`config.mk`:
```
export PLATFORM = sky130hd
export DESIGN_NAME = calc_job_arbiter
export DESIGN_NICKNAME = d
export VERILOG_FILES = /design/src/rtl/calc_pkg.sv /design/src/rtl/rr_arb2.sv /design/src/rtl/calc_job_arbiter.sv
export SDC_FILE = /design/constraint.sdc
export NUM_CORES = 1
export LEC_CHECK = 0
export ABC_CLOCK_PERIOD_IN_PS = 2100
export CORE_MARGIN = 2
export CORE_UTILIZATION = 44
export CTS_CLUSTER_SIZE = 20
export DETAILED_ROUTE_END_ITERATION = 7
export GPL_TIMING_DRIVEN = 0
export HOLD_SLACK_MARGIN = 0.12
export PLACE_DENSITY = 0.8
export SLEW_MARGIN = 5
export SYNTH_ARGS = -nofsm -noshare
export SYNTH_HDL_FRONTEND = slang
export SYNTH_SLANG_ARGS = --single-unit
export TNS_END_PERCENT = 20
```
`constraint.sdc`:
```
create_clock -name CLK -period 2.1 [get_ports CLK]
set_input_delay 0.525 -clock CLK [delete_from_list [all_inputs] [get_ports CLK]]
set_output_delay 0.525 -clock CLK [all_outputs]
set_load 0.01 [all_outputs]
```
`src/rtl/calc_pkg.sv`:
```
// Shared definitions for the calculator job arbiter: the FSM state encoding
// and the default widths and timeout shared by the arbiter and its bench.
package calc_pkg;

  localparam int CALC_DATA_W      = 3;
  localparam int CALC_OP_W        = 2;
  localparam int CALC_TIMEOUT_CYC = 31;

  typedef enum logic [1:0] {
    IDLE  = 2'd0,
    ISSUE = 2'd1,
    WAIT  = 2'd2,
    RESP  = 2'd3
  } state_t;

endpackage

```
`src/rtl/rr_arb2.sv`:
```
// Two-way round-robin picker. Purely combinational: when both ports request,
// the port named by i_ptr wins; a lone requester always wins. The pointer
// register is owned by the parent so it can update it at job completion.
module rr_arb2 (
  input  logic [1:0] i_req,
  input  logic       i_ptr,
  output logic [1:0] o_grant
);

  // Grant selection from request vector and favoured-port pointer.
  always_comb begin
    // NOTE: default first so every path assigns o_grant and no latch is inferred.
    o_grant = 2'b00;
    if (i_req == 2'b11) begin
      o_grant = i_ptr ? 2'b10 : 2'b01;
    end else begin
      o_grant = i_req;
    end
  end

endmodule

```
`src/rtl/calc_job_arbiter.sv`:
```
// Shares one Small_Calculator between two requesters. A job (op, two operands)
// is captured from the round-robin winner, issued with a one-cycle Calc_Go,
// and the calculator result is returned to that requester on Rsp_Valid.
// Optional macro CALC_TIMEOUT_EN: abandon a job after TIMEOUT_CYC WAIT cycles
// without Calc_Done and answer it with Rsp_Err=1, Rsp_Data=0.
module calc_job_arbiter
  import calc_pkg::*;
#(
  parameter int DATA_W      = CALC_DATA_W,
  parameter int OP_W        = CALC_OP_W,
  parameter int TIMEOUT_CYC = CALC_TIMEOUT_CYC
) (
  input  logic              CLK,
  input  logic              RST_N,
  input  logic [1:0]        Req,
  input  logic [OP_W-1:0]   Op0,
  input  logic [OP_W-1:0]   Op1,
  input  logic [DATA_W-1:0] A0,
  input  logic [DATA_W-1:0] B0,
  input  logic [DATA_W-1:0] A1,
  input  logic [DATA_W-1:0] B1,
  output logic [1:0]        Ack,
  output logic [1:0]        Rsp_Valid,
  output logic [DATA_W-1:0] Rsp_Data,
  output logic              Rsp_Err,
  output logic              Busy,
  output logic [7:0]        Jobs_Cnt,
  output logic              Calc_Go,
  output logic [OP_W-1:0]   Calc_Op,
  output logic [DATA_W-1:0] Calc_In1,
  output logic [DATA_W-1:0] Calc_In2,
  input  logic              Calc_Done,
  input  logic [DATA_W-1:0] Calc_Out
);

  state_t              r_state;
  logic                r_g;       // index of the port being served
  logic                r_ptr;     // favoured port for the next contention
  logic [1:0]          w_grant;
  logic [1:0]          r_ack;
  logic [1:0]          r_rsp_valid;
  logic [DATA_W-1:0]   r_rsp_data;
  logic                r_busy;
  logic [7:0]          r_jobs_cnt;
  logic                r_calc_go;
  logic [OP_W-1:0]     r_calc_op;
  logic [DATA_W-1:0]   r_calc_in1;
  logic [DATA_W-1:0]   r_calc_in2;

  rr_arb2 u_arb (
    .i_req   (Req),
    .i_ptr   (r_ptr),
    .o_grant (w_grant)
  );

`ifdef CALC_TIMEOUT_EN
  localparam logic [4:0] TO_LAST = 5'(TIMEOUT_CYC - 1);
  logic [4:0] r_wait_cnt;
  logic       r_rsp_err;
`else
  // Timeout is compiled out; keep the parameter referenced for lint.
  logic w_unused_timeout;
  assign w_unused_timeout = (TIMEOUT_CYC == 0);
`endif

  // Job FSM: arbitration, issue, wait for Done, respond. All outputs registered.
  always_ff @(posedge CLK or negedge RST_N) begin
    // NOTE: every output register is async-reset so a reset mid-job clears
    // the pins at once and silently drops the job in flight.
    if (!RST_N) begin
      r_state     <= IDLE;
      r_g         <= 1'b0;
      r_ptr       <= 1'b0;
      r_ack       <= 2'b00;
      r_rsp_valid <= 2'b00;
      r_rsp_data  <= '0;
      r_busy      <= 1'b0;
      r_jobs_cnt  <= 8'd0;
      r_calc_go   <= 1'b0;
      r_calc_op   <= '0;
      r_calc_in1  <= '0;
      r_calc_in2  <= '0;
`ifdef CALC_TIMEOUT_EN
      r_wait_cnt  <= 5'd0;
      r_rsp_err   <= 1'b0;
`endif
    end else begin
      // NOTE: non-blocking assignments so every register sees pre-edge values.
      unique case (r_state)
        IDLE: begin
          if (|Req) begin
            r_g        <= w_grant[1];
            r_ack      <= w_grant;
            r_calc_go  <= 1'b1;
            r_calc_op  <= w_grant[1] ? Op1 : Op0;
            r_calc_in1 <= w_grant[1] ? A1  : A0;
            r_calc_in2 <= w_grant[1] ? B1  : B0;
            r_busy     <= 1'b1;
            r_state    <= ISSUE;
          end
        end
        ISSUE: begin
          r_ack     <= 2'b00;
          r_calc_go <= 1'b0;
`ifdef CALC_TIMEOUT_EN
          r_wait_cnt <= 5'd0;
`endif
          r_state   <= WAIT;
        end
        WAIT: begin
          if (Calc_Done) begin
            r_rsp_valid <= {r_g, ~r_g};
            r_rsp_data  <= Calc_Out;
            r_jobs_cnt  <= r_jobs_cnt + 8'd1;
            r_ptr       <= ~r_g;
            r_state     <= RESP;
          end
`ifdef CALC_TIMEOUT_EN
          else if (r_wait_cnt == TO_LAST) begin
            r_rsp_valid <= {r_g, ~r_g};
            r_rsp_data  <= '0;
            r_rsp_err   <= 1'b1;
            r_jobs_cnt  <= r_jobs_cnt + 8'd1;
            r_ptr       <= ~r_g;
            r_state     <= RESP;
          end else begin
            r_wait_cnt <= r_wait_cnt + 5'd1;
          end
`endif
        end
        RESP: begin
          r_rsp_valid <= 2'b00;
          r_rsp_data  <= '0;
          r_busy      <= 1'b0;
`ifdef CALC_TIMEOUT_EN
          r_rsp_err   <= 1'b0;
`endif
          r_state     <= IDLE;
        end
        default: r_state <= IDLE;
      endcase
    end
  end

  assign Ack       = r_ack;
  assign Rsp_Valid = r_rsp_valid;
  assign Rsp_Data  = r_rsp_data;
  assign Busy      = r_busy;
  assign Jobs_Cnt  = r_jobs_cnt;
  assign Calc_Go   = r_calc_go;
  assign Calc_Op   = r_calc_op;
  assign Calc_In1  = r_calc_in1;
  assign Calc_In2  = r_calc_in2;
`ifdef CALC_TIMEOUT_EN
  assign Rsp_Err   = r_rsp_err;
`else
  assign Rsp_Err   = 1'b0;
`endif

endmodule

```
Word-level counts from Yosys, hierarchy flattened
Cells that the tools add are included.
Storage, ports and cells
  bits of input ports: 24
  register bits: 29
  output and inout port bits: 26
  word-level logic and storage cells: 48
Operators by class
  bitwise logic cells: 1
  add/sub/neg operators: 1
  equal/unequal tests: 6
  multiplexer cells: 17
  reduce and logical (&&, ||, !) cells: 11
Operators with widths (number)
  $mux 2: 7
  $reduce_and 2->1: 6
  $mux 3: 3
  $add 8x1->8 const B: 1
  $pmux 2 s2: 2
  $pmux 2 s4: 1
  $eq 2x2->1 const B: 3
  $pmux 3 s2: 1
  $reduce_bool 2->1: 3
  $ne 2x2->1 const B: 2
  $pmux 1 s2: 2
  $eq 2x1->1 const B: 1
  $logic_not 2->1: 1
  $reduce_or 2->1: 1
  $mux 1: 1
  $not 1->1: 1

Depth between registers and ports, before layout
  depth after elaboration: 4
  gate-level depth with buffers: 8
  gate-level depth less buffers: 5

Modules after synthesis
Synthesis repeated with hierarchy kept, for this count alone.
Unflattened totals
  cells, all modules: 134
  area, all modules: 1411.4 um^2
Modules (own cells, without submodules)
  calc_job_arbiter: area an instance 1392.6 um^2, cells an instance 131, seq. area each 725.7 um^2, instances 1
  rr_arb2: area an instance 18.8 um^2, cells an instance 3, seq. area each 0.0 um^2, instances 1

Worst setup path after synthesis
Ideal clock, no wire load.
  path type: register to register
  from: register r_state[0]
  to: register r_state[1]
  library setup time: 0.125 ns
  slack: 0.642 ns
  data arrival time: 1.333 ns
  clock period less this slack: 1.458 ns
  stages on the path, launching flop included: 7
  path buffers: 1
  data required time: 1.975 ns
  cells stage by stage: dfrtp_1 -> inv_1 -> ha_1 -> buf_4 -> nor3b_4 -> nor2_2 -> mux2_4
On the way
  word-level cells in the longest chain between the ends: 3
  elaborated cells on any way between the ends: 8
  those cells by class: 5 x eq/ne; 1 x mux; 2 x reduce/logical
Ends and longest elaborated chain
  start: declaration: line calc_job_arbiter.sv:36  | state_t r_state;
  start signal: assignment: line calc_job_arbiter.sv:71  | r_state <= IDLE;
  start signal: assignment: line calc_job_arbiter.sv:99  | r_state <= ISSUE;
  start signal: assignment: line calc_job_arbiter.sv:108  | r_state <= WAIT;
  $eq 2x2->1 or $logic_not 2->1 (tied branches): line calc_job_arbiter.sv:89  | unique case (r_state)
  $ne 2x2->1 (no source line)
  $reduce_and 2->1 (no source line)
Several ways; a longest one is shown, not always the timed one.
A chain may end at the register's enable or synchronous reset.

Worst setup path after layout
  from: register r_jobs_cnt[0] (netlist: Jobs_Cnt[0])
  to: output port Jobs_Cnt[0]
RTL lines
  start: declaration: line calc_job_arbiter.sv:44  | logic [7:0] r_jobs_cnt;
  start signal: assignment: line calc_job_arbiter.sv:114  | r_jobs_cnt <= r_jobs_cnt + 8'd1;
  end: declaration: line calc_job_arbiter.sv:27  | output logic [7:0] Jobs_Cnt,
No word-level cell between the ends.

==> run metrics <==
setup_tns=0 ns; Final Hold Fails=0; CP peak stage delay=0.57 ns; vias=1,221; Clock Tree Root=clkbuf_4; sequential share of power=37.7%; Max-cap violations=0; initial antenna violation count=0; Max clock buf depth=2; post_cts resized=0; CP Data Required Time=1.57 ns; number of global-route vias before repair=1,206; Routability Congestion=0.759; # Post-CTS Setup Buffers=0; input/output buffers=48; CTS tree=built; CP cell instances=clkdlybuf4s50_1; Synth Cell Area=1430 sq um; share of cells above drive strength 1=9.74%; R2R Setup Slk=0.47 ns; worst hold-check path type=input pin to asynchronous set/reset pin; area grow syn2layout=41.0%; # nets final=225; Startpoint Class=register; Via-to-Cell Ratio=5.11; Leak=0.856 nW; later-pin clock latency in the skew report=0.32 ns; maximum fanout along the worst path=6; FF/Latch Area=726 sq um; H-tree depth=2; syn_nets=170; clock buffer count from CTS=5; clock power share=13.2%; final worst path period need=1.86 ns; Slew HR=57.6%; Core Area=3080 sq um; # hold bufs at CTS=0; Int Pwr=1.64 mW; status=completed; Post-DRT Antenna Nets=0; Worst EP arrival=1.34 ns; GRT Residual Overflow=0; Post-Synthesis Cells=140; pin count of the biggest net entering global routing=30; commonest cells after routing, fill and taps aside=clkdlybuf4s50_1 (47), dfrtp_1 (29), nor2_1 (14); final clock period utilization by the worst path=88.8%; Multi-input gate area=626 sq um; worst r2r src=r_state[0]$_DFFE_PN0P_; residual DRC count=0; commonest non-fill, non-tap cell in the layout=clkdlybuf4s50_1; Clock transition at path regs=0.09 ns; TritonCTS Sinks=29; first drt pass iteration count=4; crit end category=output pin; synthesized area per cell=10.2 sq um; switch share=36.4%; antenna diode count=0; final setup vio count=0; Power Total=2.58 mW; Die X=61.0 um; Fillers=270; crit path kind=register to output pin; final wirelength=3190 um; die height=61.0 um; CP top delay family=buffers and inverters; RSZ-0062 raised after global routing=false; worst slew pin tran=0.636 ns; slowest CP cell=clkdlybuf4s50_1; post-synth cell types=32; GR Util All Layers=19.2%; die area=3720 sq um; synth warn=0; post-DP HPWL=2390 um; fin. max-slew vios=0; Final Util=65.4%; I/O pins=50; Pwr Density=1280 nW/um^2; Max IR drop VDD=690 uV; fmax=536 MHz; Clock Skew=0.00620 ns; FF+latch count, synth=29; Hold WS=0.218 ns; DR iter-0 viols=52; global-route wire length before repair=5230 um; num rows=20; Logic pwr share=49.1%; origin of the worst setup path=Jobs_Cnt[0]$_DFFE_PN0P_; worst path bufs/invs=1; Sw Pwr=939 uW; Initial Util=46.4%; Avg WL per Cell=13.3 um; register area share after synthesis=50.8%
-- worst paths after layout --
path | endpoint | depth (start not counted)
max | Jobs_Cnt[0] | 1
max reg2reg | r_state[1]$_DFFE_PN0P_ | 5
max in group asynchronous | Calc_Op[0]$_DFFE_PN0P_ | 1
min in group CLK | Jobs_Cnt[7]$_DFFE_PN0P_ | 1
min reg2reg | Jobs_Cnt[7]$_DFFE_PN0P_ | 1
min | Jobs_Cnt[6]$_DFFE_PN0P_ | 1
-- power groups by stage --
stage	registers (mW)	clock network [mW]	logic (mW)
finish	0.972	0.341	1.27
global route	1.00	0.372	1.40
CTS	0.972	0.348	1.28
detailed placement	0.984	0	1.28
global placement	0.969	0	1.24
floorplan	1.04	0	0.637
-- worst register-to-register path, delay by kind of cell (launching register included) --
kind                       cells  cell delay, ns
and+or+nand+nor                2            0.44
DFF                            1            0.41
muxes                          1            0.31
adders and majority gates      1            0.26
buffers and inverters          1            0.10
-- sequential cells by signal (all words and copies together), names as in the netlist --
name and cells:
Ack 2, Calc_In1 3, Rsp_Valid 2, r_ptr 1, Calc_In2 3, Calc_Op 2
r_state 2, Calc_Go 1, r_g 1, Busy 1, Rsp_Data 3, Jobs_Cnt 8
-- metrics by stage --
stage                     cells  setup WS, ns  area, sq um
after global routing        239         0.175         2010
after detailed placement    232        0.0372         1960
after floorplan             140         0.642         1430
after global placement      232        0.0583         1960
after CTS                   239         0.217         2020
final                       239         0.235         2010
-- synth_stat cells --
cell	instances	area, sq um
dfrtp_1	29	726
and2_1	1	6.26
buf_6	2	22.5
a21oi_2	1	8.76
a31oi_1	8	50.1
and4_1	1	8.76
conb_1	1	3.75
o21a_1	1	7.51
buf_4	3	22.5
nor3b_4	1	18.8
and2b_1	2	15.0
o21ai_1	5	25.0
buf_2	2	10.0
and3_1	1	6.26
nor2_1	14	52.6
o32a_1	1	10.0
nand2b_1	1	6.26
nand3_1	9	45.0
xor2_1	1	8.76
nor2_2	1	6.26
xnor2_1	6	52.6
a32o_1	2	20.0
a21oi_1	2	10.0
nand4_1	5	31.3
o21ai_0	8	40.0
a22oi_1	5	37.5
inv_1	6	22.5
mux2_4	1	15.0
ha_1	6	75.1
a22o_1	1	8.76
mux2_2	1	11.3
nand2_1	12	45.0
-- layout make-up --
cell class / instances / area share [%]
Timing Repair Buffer: 48 / 23.6
Tap cell: 44 / 2.73
Inverter: 6 / 1.12
Buffer: 7 / 2.73
Multi-Input combinational cell: 98 / 31.1
Sequential cell: 29 / 36.0
Clock buffer: 7 / 2.73
-- routing by layer --
layer	vias up	global-route usage, %	part of all wire, %
met4	0	9.63	1.5
met3	5	4.69	3.5
met1	593	22.4	44
met5	-	0	0
met2	19	32.9	51
li1	604	-	-
-- logic make-up after synthesis --
group | synth area share (%)
compound gates | 15.2
xor+xnor | 4.29
buf+inv | 5.43
fa+ha+maj | 5.25
other cells | 0.262
simple gates | 16.9
mux | 1.84
flops | 50.8
Power figures use the tool's default switching activity.
